<file path="src/rtl/traceback_unit.sv">
// Survivor-path memory and traceback for the K=3, rate-1/2 Viterbi decoder.
// It collects one frame of predecessor decisions, traces back from the best final state, then emits the bits serially.
module traceback_unit #(
  parameter  int FRAME_LEN = 16,
  localparam int CNT_W     = $clog2(FRAME_LEN)
) (
  input  logic       clk,
  input  logic       rst,
  input  logic       en_tb,
  input  logic [1:0] prv_st_00,
  input  logic [1:0] prv_st_01,
  input  logic [1:0] prv_st_10,
  input  logic [1:0] prv_st_11,
  input  logic [1:0] sel_node,
  output logic       tb_ready,
  output logic       dec_bit,
  output logic       dec_valid,
  output logic       frame_done,
  output logic       err
);

  // Handshake: en_tb is a one-cycle strobe and is accepted only while tb_ready is high.
  // An en_tb that arrives while tb_ready is low is dropped and sets the sticky err flag.

  typedef enum logic [1:0] {
    ST_FILL  = 2'd0,
    ST_TRACE = 2'd1,
    ST_OUT   = 2'd2
  } state_t;

  localparam logic [CNT_W-1:0] LAST = CNT_W'(FRAME_LEN - 1);
  localparam logic [CNT_W-1:0] ONE  = CNT_W'(1);
  localparam logic [CNT_W-1:0] ZERO = '0;

  state_t                 state_q, state_d;
  logic [CNT_W-1:0]       cnt_q, cnt_d;
  logic [1:0]             cur_st_q, cur_st_d;
  logic [FRAME_LEN-1:0]   bits_q, bits_d;
  logic                   dec_bit_q, dec_bit_d;
  logic                   dec_valid_q, dec_valid_d;
  logic                   frame_done_q, frame_done_d;
  logic                   err_q, err_d;
  logic                   mem_we;
  logic [1:0]             mem_q [FRAME_LEN][4];

  always_ff @(posedge clk or posedge rst) begin
    if (rst) begin
      state_q <= ST_FILL;
    end else begin
      state_q <= state_d;
    end
  end

  // OUT holds one extra cycle after the last bit so the registered last output drains before FILL.
  always_comb begin
    state_d = state_q;
    case (state_q)
      ST_FILL:  if (en_tb && (cnt_q == LAST)) state_d = ST_TRACE;
      ST_TRACE: if (cnt_q == ZERO) state_d = ST_OUT;
      ST_OUT:   if (frame_done_q) state_d = ST_FILL;
      default:  state_d = ST_FILL;
    endcase
  end

  assign tb_ready = (state_q == ST_FILL);

  always_comb begin
    cnt_d        = cnt_q;
    cur_st_d     = cur_st_q;
    bits_d       = bits_q;
    mem_we       = 1'b0;
    dec_bit_d    = 1'b0;
    dec_valid_d  = 1'b0;
    frame_done_d = 1'b0;
    err_d        = err_q | (en_tb & ~tb_ready);
    case (state_q)
      ST_FILL: begin
        if (en_tb) begin
          mem_we = 1'b1;
          if (cnt_q == LAST) begin
            cur_st_d = sel_node;
          end else begin
            cnt_d = cnt_q + ONE;
          end
        end
      end
      ST_TRACE: begin
        bits_d[cnt_q] = cur_st_q[1];
        cur_st_d      = mem_q[cnt_q][cur_st_q];
        if (cnt_q != ZERO) cnt_d = cnt_q - ONE;
      end
      ST_OUT: begin
        if (frame_done_q) begin
          cnt_d = ZERO;
        end else begin
          dec_valid_d  = 1'b1;
          dec_bit_d    = bits_q[cnt_q];
          frame_done_d = (cnt_q == LAST);
          if (cnt_q != LAST) cnt_d = cnt_q + ONE;
        end
      end
      default: cnt_d = ZERO;
    endcase
  end

  always_ff @(posedge clk or posedge rst) begin
    if (rst) begin
      cnt_q        <= ZERO;
      cur_st_q     <= 2'b00;
      bits_q       <= '0;
      dec_bit_q    <= 1'b0;
      dec_valid_q  <= 1'b0;
      frame_done_q <= 1'b0;
      err_q        <= 1'b0;
    end else begin
      cnt_q        <= cnt_d;
      cur_st_q     <= cur_st_d;
      bits_q       <= bits_d;
      dec_bit_q    <= dec_bit_d;
      dec_valid_q  <= dec_valid_d;
      frame_done_q <= frame_done_d;
      err_q        <= err_d;
    end
  end

  // Survivor memory needs no reset: every entry is rewritten before it is traced.
  always_ff @(posedge clk) begin
    if (mem_we) begin
      mem_q[cnt_q][0] <= prv_st_00;
      mem_q[cnt_q][1] <= prv_st_01;
      mem_q[cnt_q][2] <= prv_st_10;
      mem_q[cnt_q][3] <= prv_st_11;
    end
  end

  assign dec_bit    = dec_bit_q;
  assign dec_valid  = dec_valid_q;
  assign frame_done = frame_done_q;
  assign err        = err_q;

endmodule

</file>
<file path="config.mk">
export PLATFORM = sky130hd
export DESIGN_NAME = traceback_unit
export DESIGN_NICKNAME = d
export VERILOG_FILES = /design/src/rtl/traceback_unit.sv
export SDC_FILE = /design/constraint.sdc
export NUM_CORES = 1
export LEC_CHECK = 0
export BUFFER_PORTS_ARGS = -buffer_cell sky130_fd_sc_hd__buf_4
export CAP_MARGIN = 20
export CORE_MARGIN = 4
export CORE_UTILIZATION = 44
export DETAILED_ROUTE_END_ITERATION = 16
export PLACE_DENSITY = 0.72
export SLEW_MARGIN = 10
export SYNTH_ARGS = -nofsm -noshare
export SYNTH_HDL_FRONTEND = slang
export SYNTH_SLANG_ARGS = --single-unit
</file>
<file path="constraint.sdc">
create_clock -name clk -period 5.68 [get_ports clk]
set_clock_uncertainty 0.2 [all_clocks]
set_input_delay 1.136 -clock clk [delete_from_list [all_inputs] [get_ports clk]]
set_output_delay 1.136 -clock clk [all_outputs]
set_load 0.005 [all_outputs]
</file>
==> impl_metrics.csv, run 1 <==
group,metric,value,unit
min_path,hold_class,"reg -> reg",
detailed_routing,initialDrtViolationCount,353,
logic_synthesis,syn_nets,389,
worst_setup_path,critPathMaxFanout,14,
clock_tree,max-clock-path-buffers,2,
die,num_rows,44,
timing,post-route-period-util,55.77,%
detailed_routing,finalWirelength,13.07,mm
detailed_routing,num_vias,3449,
logic_synthesis,synth_warnings,0,
detailed_routing,wl_met3,820,um
clock_tree,cts_resized,0,
logic_synthesis,yosysUniqueCellTypes,39,
die,core,14530,sq um
logic_synthesis,syn_area,6530,sq um
power_and_ir_drop,vdd_drop_max,0.0004372,V
detailed_routing,vias_per_cell,5.886,
clock_tree,post-cts-setup-buffers,0,
global_route,globalRouteOverflowTotal,0,
clock_tree,cts_hold_buffers,0,
power_and_ir_drop,power_density,502.5,nW/um^2
worst_setup_path,end_kind,"flip-flop",
place,gp_congestion,0.9119,
place,dpl.hpwl,8.226,mm
cells_and_area,fillers,1195,
die,start_util,44.93,%
timing,tns,0,ns
clock_tree,clkTransAtPathRegs,0.06,ns
global_route,antenna_found_initial,0,
detailed_routing,wl_per_cell,22.31,um
clock_tree,clock-sinks,156,
die,die_area,16850,sq um
global_route,grt_usage,16.57,%
clock_tree,cts_tree,"done",
clock_tree,h-tree-depth,4,
die,num_io_pins,18,
status,outcome,"complete, no violations",
global_route,grt_pass1_wl,20.09,mm
power_and_ir_drop,p_total,3.729,mW
cells_and_area,syn_to_final_growth,13.64,%
logic_synthesis,synth_seq_cells,156,
timing,rsz0062_at_grt,"false",
cells_and_area,antenna_cells,0,
logic_synthesis,synth_cells,372,
timing,period_minus_slack,3.168,ns
job,cap_violations,0,
detailed_routing,post-route-drc-count,0,
die,die_y,129.8,um
timing,setup_viol,0,
power_and_ir_drop,leakagePower,2.630,nW
detailed_routing,final_antenna_net_count,0,
global_route,grt_pass1_vias,3398,
timing,slew_headroom,33.83,%
clock_tree,worstSkewPairLatency,0.42,ns
cells_and_area,mostFrequentLayoutCells,"edfxtp_1, dfrtp_1, mux2_2, nand2_1, mux4_2",
detailed_routing,wl_met1,5.867,mm
timing,drv_slew,0,
clock_tree,clock-root-buffer,"clkbuf_16",
die,die_x,129.8,um
logic_synthesis,syn_area_per_cell,17.55,sq um
timing,timing.fmax,315.7,MHz
cells_and_area,drive_gt1_share,24.88,%
global_route,grt_max_degree,41,
detailed_routing,drt-pass1-iter-count,5,
worst_setup_path,critPathKind,"reg -> reg",
timing,hold_viol,0,
logic_synthesis,seq_area_frac_synth,69.59,%
worst_setup_path,worstSetupStartpointType,"flip-flop",
timing,tightest_slew,0.9889,ns
worst_setup_path,critical_path_arrival,3.27,ns
worst_setup_path,required,5.79,ns
place,port_buffers,17,
detailed_routing,highest_layer,"met4",
cells_and_area,final_nets,406,
cells_and_area,mostFrequentLayoutCell,"edfxtp_1",
clock_tree,cts_buffers,17,
detailed_routing,wl_met2,6.159,mm
==> final timing paths <==
kind / from / endpoint / slack (ns) / depth (start not counted)
max: cnt_q[0] / cur_st_q[1] / 2.51 / 5
min: err / err / 0.28 / 1
max in group asynchronous: rst / cnt_q[0] / 4.30 / 3
min in group asynchronous: rst / bits_q[12] / 0.52 / 2
min reg2reg: err / err / 0.28 / 1
max reg2reg: cnt_q[0] / cur_st_q[1] / 2.51 / 5
==> per-layer routing <==
| layer | global-route usage, % | vias to the layer above |
|---|---|---|
| met1 | 23.77 | 1793 |
| met3 | 4.134 | 17 |
| met5 | 0 | - |
| met2 | 24.51 | 123 |
| li1 | - | 1516 |
| met4 | 6.601 | 0 |
==> synth_stat cells <==
library cell  number  area [sq um]
a2111o_1           1         11.26
a211o_1            1         8.760
a211oi_1           2         15.01
a21boi_1           1         7.510
a21oi_1            4         20.02
a221oi_1           3         26.28
a22o_1             4         35.03
a22oi_1            5         37.54
a31oi_1            2         12.51
a32o_1             1         10.01
and2_1            16         100.1
and3_1             5         31.28
and3b_1            1         8.760
buf_1              1         3.750
buf_12             1         20.02
buf_2              4         20.02
buf_4              1         7.510
buf_6              2         22.52
clkbuf_1          13         48.80
dfrtp_1           28         700.7
edfxtp_1         128          3844
ha_1               4         50.05
inv_1              4         15.01
mux2_1             1         11.26
mux2_2            26         292.8
mux2i_1            8         80.08
mux4_1             9         236.5
mux4_2            22         495.5
nand2_1           25         93.84
nand2b_1           3         18.77
nand3_1           11         55.05
nor2_1            12         45.04
nor2b_1            4         25.02
nor3_1             5         25.02
o2111ai_1          5         43.79
o21ai_0            5         25.02
o21ai_1            1         5.000
o31ai_1            2         15.01
or2_2              1         6.260
==> cell type report <==
cell class	count	area (sq um)	area share (%)
clock buffer	18	429.2	5.783
timing repair buffer	20	170.2	2.293
sequential	156	4546	61.25
inverter	4	15.01	0.2023
clock inverter	14	182.7	2.462
tap	184	230.2	3.102
multi-input combinational	190	1848	24.90
==> critical path, cell delays in order (launching register included) <==
cell and delay [ns]:
dfrtp_2 0.60, ha_1 0.50, nand3_1 0.21, nor2_1 0.82
mux2_2 0.42, a211o_1 0.30
==> power breakdown <==
group          internal, mW  switching [mW]  leakage [nW]
sequential             1.39           0.144          1.52
combinational         0.469           0.553         0.815
clock                 0.701           0.467         0.296
total                  2.56            1.16          2.63
==> stage by stage <==
stage / setup WS (ns) / cells / area [sq um] / utilization [%] / hold slack (ns)
global route: 2.233 / 586 / 7421 / 51.06 / 0.3246
floorplan: 2.955 / 372 / 6530 / - / 0.2590
CTS: 2.453 / 585 / 7393 / 50.87 / 0.2988
detailed placement: 2.427 / 553 / 6782 / 46.66 / 0.2839
global placement: 2.526 / 553 / 6782 / 46.66 / 0.2528
finish: 2.512 / 586 / 7421 / 51.06 / 0.2823
==> cell families after synthesis <==
kind of cell             after synthesis  synth area share [%]
multiplexers                          66                 17.09
AO/OA/AOI/OAI                         37                 4.177
adder cells (fa/ha/maj)                4                0.7665
AND/OR/NAND/NOR                       83                 6.266
flip-flops                           156                 69.59
buffers and inverters                 26                 2.108
==> state kept, by name, indices dropped and copies added (netlist names) <==
register,flops
mem_q,128
bits_q,16
cnt_q,4
cur_st_q,2
state_q,2
dec_bit,1
dec_valid,1
err,1
frame_done,1
(Power assumes the default switching activity.)
==> run 2: changes to the inputs <==
- clock period: 5.68 -> 3.07 ns (I/O delays scaled with it)
==> run 2 against run 1 <==
Total power up 84%. Register-to-register slack worse by 2.1 ns. Core utilization up 0.095 points. Wire length up 4.3%. Via count up 0.26%. Critical path depth up 1. Cell count up 1.5%. Sequential share of layout area down 0.11 points. Non-clock buffer count up 10. First-iteration DRC count up 11%. Sequential power up 83%. Clock power up 67%. Largest power group unchanged.
==> impl_metrics.csv, run 2 (synthesized netlist as in run 1, its figures left out) <==
group,metric,value,unit
worst_setup_path,cp_num_buf_inv,1,
place,gp_congestion,0.9466,
power_and_ir_drop,pwr-share-clk,28.5,%
die,start_util,44.93,%
cells_and_area,mostFrequentLayoutCell,"edfxtp_1",
clock_tree,cts_buffers,17,
power_and_ir_drop,seq_power_share,41.3,%
clock_tree,cts_tree,"done",
global_route,grt_pass1_vias,3580,
worst_setup_path,path_cells,"buf_12 -> mux4_2 -> mux2i_1 -> o2111ai_1 -> and3_1 -> a211o_1",
clock_tree,clock-sinks,156,
detailed_routing,vias_per_cell,5.812,
clock_tree,post-cts-setup-buffers,0,
power_and_ir_drop,combPwrFrac,30.2,%
global_route,grt_max_degree,28,
cells_and_area,final_nets,416,
global_route,antenna_found_initial,0,
worst_setup_path,worstSetupStartpointType,"flip-flop",
cells_and_area,largest_register_ffs,128,
worst_setup_path,critPathMaxFanout,27,
timing,tns,0,ns
cells_and_area,regArea,4546,sq um
clock_tree,max-clock-path-buffers,2,
worst_setup_path,cp_slowest_cell,"dfrtp_1",
cells_and_area,antenna_cells,0,
worst_setup_path,reg2reg_depth,6,
timing,fin_ws,0.4370,ns
cells_and_area,stdcell_area,7435,sq um
timing,post-route-period-util,85.77,%
clock_tree,cts_hold_buffers,0,
cells_and_area,multi_input_area,1848,sq um
cells_and_area,top_register,"mem_q",
power_and_ir_drop,p_sw,2.191,mW
job,cap_violations,0,
timing,timing.fmax,379.8,MHz
clock_tree,worstSkewPairLatency,0.42,ns
die,die_area,16850,sq um
clock_tree,h-tree-depth,4,
clock_tree,cts_resized,0,
cells_and_area,utilization,51.15,%
global_route,grt_usage,17.54,%
timing,tightest_slew,0.9712,ns
place,dpl_cell_area,6889,sq um
worst_setup_path,critical_path_arrival,2.75,ns
cells_and_area,mostFrequentLayoutCells,"edfxtp_1, buf_4, dfrtp_1, mux2_2, nand2_1",
die,die_y,129.8,um
cells_and_area,syn_to_final_growth,13.85,%
detailed_routing,num_vias,3458,
worst_setup_path,path_depth,6,
timing,drv_slew,0,
clock_tree,clkTransAtPathRegs,0.07,ns
cells_and_area,drive_gt1_share,26.28,%
cells_and_area,fillers,1188,
timing,setup_viol,0,
place,dpl.hpwl,8.858,mm
timing,hold_viol,0,
status,outcome,"complete, no violations",
power_and_ir_drop,vdd_drop_max,0.0005664,V
place,numPlacedInstances,564,
power_and_ir_drop,power_density,920.8,nW/um^2
timing,slew_headroom,35.12,%
worst_setup_path,end_kind,"flip-flop",
power_and_ir_drop,leakagePower,2.652,nW
cells_and_area,fin_cells,595,
cells_and_area,top_regs,"mem_q (128), bits_q (16), cnt_q (4)",
global_route,grt_pass1_wl,21.20,mm
detailed_routing,wl_per_cell,22.92,um
power_and_ir_drop,swShare,32.01,%
detailed_routing,drt-pass1-iter-count,5,
min_path,hold_class,"in -> async",
power_and_ir_drop,power.internal,4.655,mW
timing,period_minus_slack,2.633,ns
place,dpl_worst_slack,0.4548,ns
worst_setup_path,required,3.18,ns
place,port_buffers,17,
global_route,globalRouteOverflowTotal,0,
die,die_x,129.8,um
worst_setup_path,critPathTopFamily,"multiplexers",
die,num_io_pins,18,
die,num_rows,44,
detailed_routing,finalWirelength,13.64,mm
detailed_routing,initialDrtViolationCount,392,
worst_setup_path,critical_path.max_stage_delay,0.65,ns
worst_setup_path,critPathKind,"reg -> reg",
timing,rsz0062_at_grt,"false",
detailed_routing,final_antenna_net_count,0,
die,core,14530,sq um
detailed_routing,post-route-drc-count,0,
clock_tree,clock-root-buffer,"clkbuf_16",
-- run 2: cell types whose count changed in the layout (fill, tap and decap cells not counted), sizes merged --
cell    change
buf        +10
clkinv      +2
bufinv      -2
inv         -1
-- run 2: power by group through the flow --
stage	sequential (mW)	clock [mW]	combinational (mW)
final	2.82	1.95	2.07
after global routing	2.86	2.08	2.22
after CTS	2.83	1.97	2.07
after detailed placement	2.87	0	2.05
after global placement	2.85	0	2.02
after floorplan	2.69	0	1.59
-- run 2: per-stage QoR --
| step | power (mW) | hold slack [ns] |
|---|---|---|
| after floorplan | 4.281 | 0.2590 |
| after CTS | 6.868 | 0.07079 |
| final | 6.846 | 0.05399 |
| after global routing | 7.165 | 0.09026 |
| after detailed placement | 4.919 | 0.2914 |
| after global placement | 4.877 | 0.2553 |
-- run 2: final timing paths --
check,start,slack (ns),to
worst max-delay path,cnt_q[1],0.44,cur_st_q[1]
worst min-delay path,rst,0.05,cur_st_q[1]
worst max register to register,cnt_q[1],0.44,cur_st_q[1]
worst min register to register,err,0.28,err
max in group asynchronous,rst,1.95,cnt_q[0]
min in group clk,sel_node[0],0.23,cur_st_q[0]
-- run 2: area by class of cell --
cell class / count / share of cell area (%)
clock inverters: 13 / 1.565
multi-input cells: 190 / 24.86
inverters: 4 / 0.2020
clock buffers: 18 / 5.772
flip-flops and latches: 156 / 61.14
well taps: 184 / 3.097
repair buffers: 30 / 3.366
-- run 2: metal layers --
metal | routed length [um] | global-route usage, % | vias up
li1 | - | - | 1529
met5 | 0 | 0 | -
met2 | 6526 | 27.15 | 143
met1 | 5843 | 23.10 | 1771
met3 | 1058 | 7.204 | 15
met4 | 209 | 4.951 | 0
==> run 3: changes to the inputs <==
==> constraint.sdc (replaced) <==
create_clock -name clk -period 3.07 [get_ports clk]
set_clock_uncertainty 0.2 [all_clocks]
set_input_delay 0.307 -clock clk [delete_from_list [all_inputs] [get_ports clk]]
set_output_delay 0.307 -clock clk [all_outputs]
set_load 0.005 [all_outputs]
==> run 3 against run 2 <==
Fmax rose by 0.88%. Non-clock buffer count up 5. Global-route usage increased by 0.079 points. Wire length increased by 0.58%. Critical path type unchanged. Critical endpoint unchanged. Highest routed layer unchanged.
==> impl_metrics.csv, run 3 (synthesized netlist as in run 1, its figures left out) <==
group,metric,value,unit
detailed_routing,initialDrtViolationCount,390,
power_and_ir_drop,vdd_drop_max,0.0005682,V
place,dpl.hpwl,8.858,mm
min_path,hold_class,"in -> reg",
worst_setup_path,worstSetupStartpointType,"flip-flop",
detailed_routing,num_vias,3509,
cells_and_area,top_register,"mem_q",
cells_and_area,fillers,1183,
die,num_io_pins,18,
cells_and_area,fin_cells,600,
clock_tree,cts_resized,0,
detailed_routing,post-route-drc-count,0,
min_path,holdPathStages,1,
detailed_routing,drt-pass1-iter-count,6,
global_route,grt_pass1_wl,21.31,mm
min_path,min_from,"prv_st_00[0]",
power_and_ir_drop,power_density,915.7,nW/um^2
detailed_routing,wl_per_cell,22.86,um
timing,setup_viol,0,
place,gp_congestion,0.9466,
worst_setup_path,reg2reg_depth,6,
clock_tree,clock-sinks,156,
clock_tree,clock-root-buffer,"clkbuf_16",
cells_and_area,mostFrequentLayoutCells,"edfxtp_1, buf_4, dfrtp_1, mux2_2, nand2_1",
detailed_routing,finalWirelength,13.72,mm
cells_and_area,top_regs,"mem_q (128), bits_q (16), cnt_q (4)",
timing,rsz0062_at_grt,"false",
clock_tree,h-tree-depth,4,
detailed_routing,vias_per_cell,5.848,
worst_setup_path,path_cells,"buf_12 -> mux4_2 -> mux2i_1 -> o2111ai_1 -> and3_1 -> a211o_1",
timing,hold_viol,0,
worst_setup_path,critPathKind,"reg -> reg",
job,cap_violations,0,
status,outcome,"complete, no violations",
worst_setup_path,end_kind,"flip-flop",
worst_setup_path,cp_slowest_cell,"dfrtp_1",
power_and_ir_drop,p_total,6.854,mW
die,die_x,129.8,um
min_path,whs_endpoint,"mem_q[0][6]",
cells_and_area,drive_gt1_share,25.96,%
worst_setup_path,critical_path_arrival,2.72,ns
worst_setup_path,critical_path.max_stage_delay,0.65,ns
timing,drv_slew,0,
timing,tns,0,ns
global_route,grt_max_degree,28,
clock_tree,worstSkewPairLatency,0.42,ns
cells_and_area,largest_register_ffs,128,
timing,tightest_slew,0.9688,ns
worst_setup_path,required,3.18,ns
cells_and_area,antenna_cells,0,
die,core,14530,sq um
global_route,grt_pass1_vias,3613,
cells_and_area,syn_to_final_growth,14.62,%
clock_tree,clkTransAtPathRegs,0.06,ns
die,num_rows,44,
clock_tree,max-clock-path-buffers,2,
cells_and_area,final_nets,421,
clock_tree,cts_buffers,17,
place,numPlacedInstances,564,
timing,slew_headroom,35.28,%
global_route,grt_usage,17.62,%
timing,holdWs,0.02284,ns
worst_setup_path,r2r-end,"cur_st_q[1]",
timing,post-route-period-util,85.02,%
die,die_area,16850,sq um
global_route,antenna_found_initial,0,
global_route,globalRouteOverflowTotal,0,
power_and_ir_drop,leakagePower,2.673,nW
timing,period_minus_slack,2.610,ns
place,port_buffers,17,
worst_setup_path,critPathMaxFanout,27,
die,start_util,44.93,%
timing,timing.fmax,383.1,MHz
worst_setup_path,r2r-start,"cnt_q[1]",
detailed_routing,final_antenna_net_count,0,
cells_and_area,mostFrequentLayoutCell,"edfxtp_1",
die,die_y,129.8,um
clock_tree,cts_tree,"done",
worst_setup_path,reg2reg_slack,0.46,ns
[run 3: final cells by class]
cell class	count	area, sq um	area share (%)
sequential	156	4546	60.73
multi-input combinational	190	1848	24.69
clock buffer	18	429.2	5.734
timing repair buffer	35	300.3	4.012
tap	184	230.2	3.076
clock inverter	13	116.4	1.555
inverter	4	15.01	0.2006
[run 3: routing by layer]
metal,track usage [%],vias to the layer above,part of all wire (%)
met5,0,-,0
met4,4.951,0,1.6
met3,7.163,17,7.5
met2,27.57,148,48
met1,22.99,1802,43
li1,-,1542,-
[run 3: per-stage QoR]
step           util, %  instance area [sq um]  setup WS (ns)
6_report         51.50                   7485         0.4600
5_1_grt          51.50                   7485         0.2897
4_1_cts          51.50                   7485         0.4489
3_5_place_dp     47.40                   6889         0.4548
3_3_place_gp     47.40                   6889         0.5067
2_1_floorplan        -                   6530         0.4372
[run 3: worst max-delay path by stage]
stage / startpoint / to / slack, ns
6_report: cnt_q[1] / cur_st_q[1] / 0.46
3_5_place_dp: cnt_q[0] / cur_st_q[0] / 0.45
5_1_grt: cnt_q[1] / cnt_q[3] / 0.29
4_1_cts: cnt_q[1] / cur_st_q[1] / 0.45
3_3_place_gp: cnt_q[0] / cur_st_q[0] / 0.51
2_1_floorplan: cnt_q[1] / cnt_q[3] / 0.44
[run 3: worst max-delay path, delay by kind of cell (launching register included)]
kind,cells,cell delay (ns)
AO/OA/AOI/OAI,2,0.41
buffers and inverters,1,0.27
flip-flops,1,0.65
multiplexers,2,0.75
AND/OR/NAND/NOR,1,0.23
[run 3: what timing repair did]
item                                   in CTS  in global routing
endpoints found under the hold margin      35                  0
hold buffers                                5                  0
buffers inserted                            0                  0
[run 3: power by group]
group	internal [mW]	switching, mW	total, mW
Sequential	2.58	0.244	2.82
Combinational	0.963	1.11	2.08
Clock	1.12	0.838	1.95
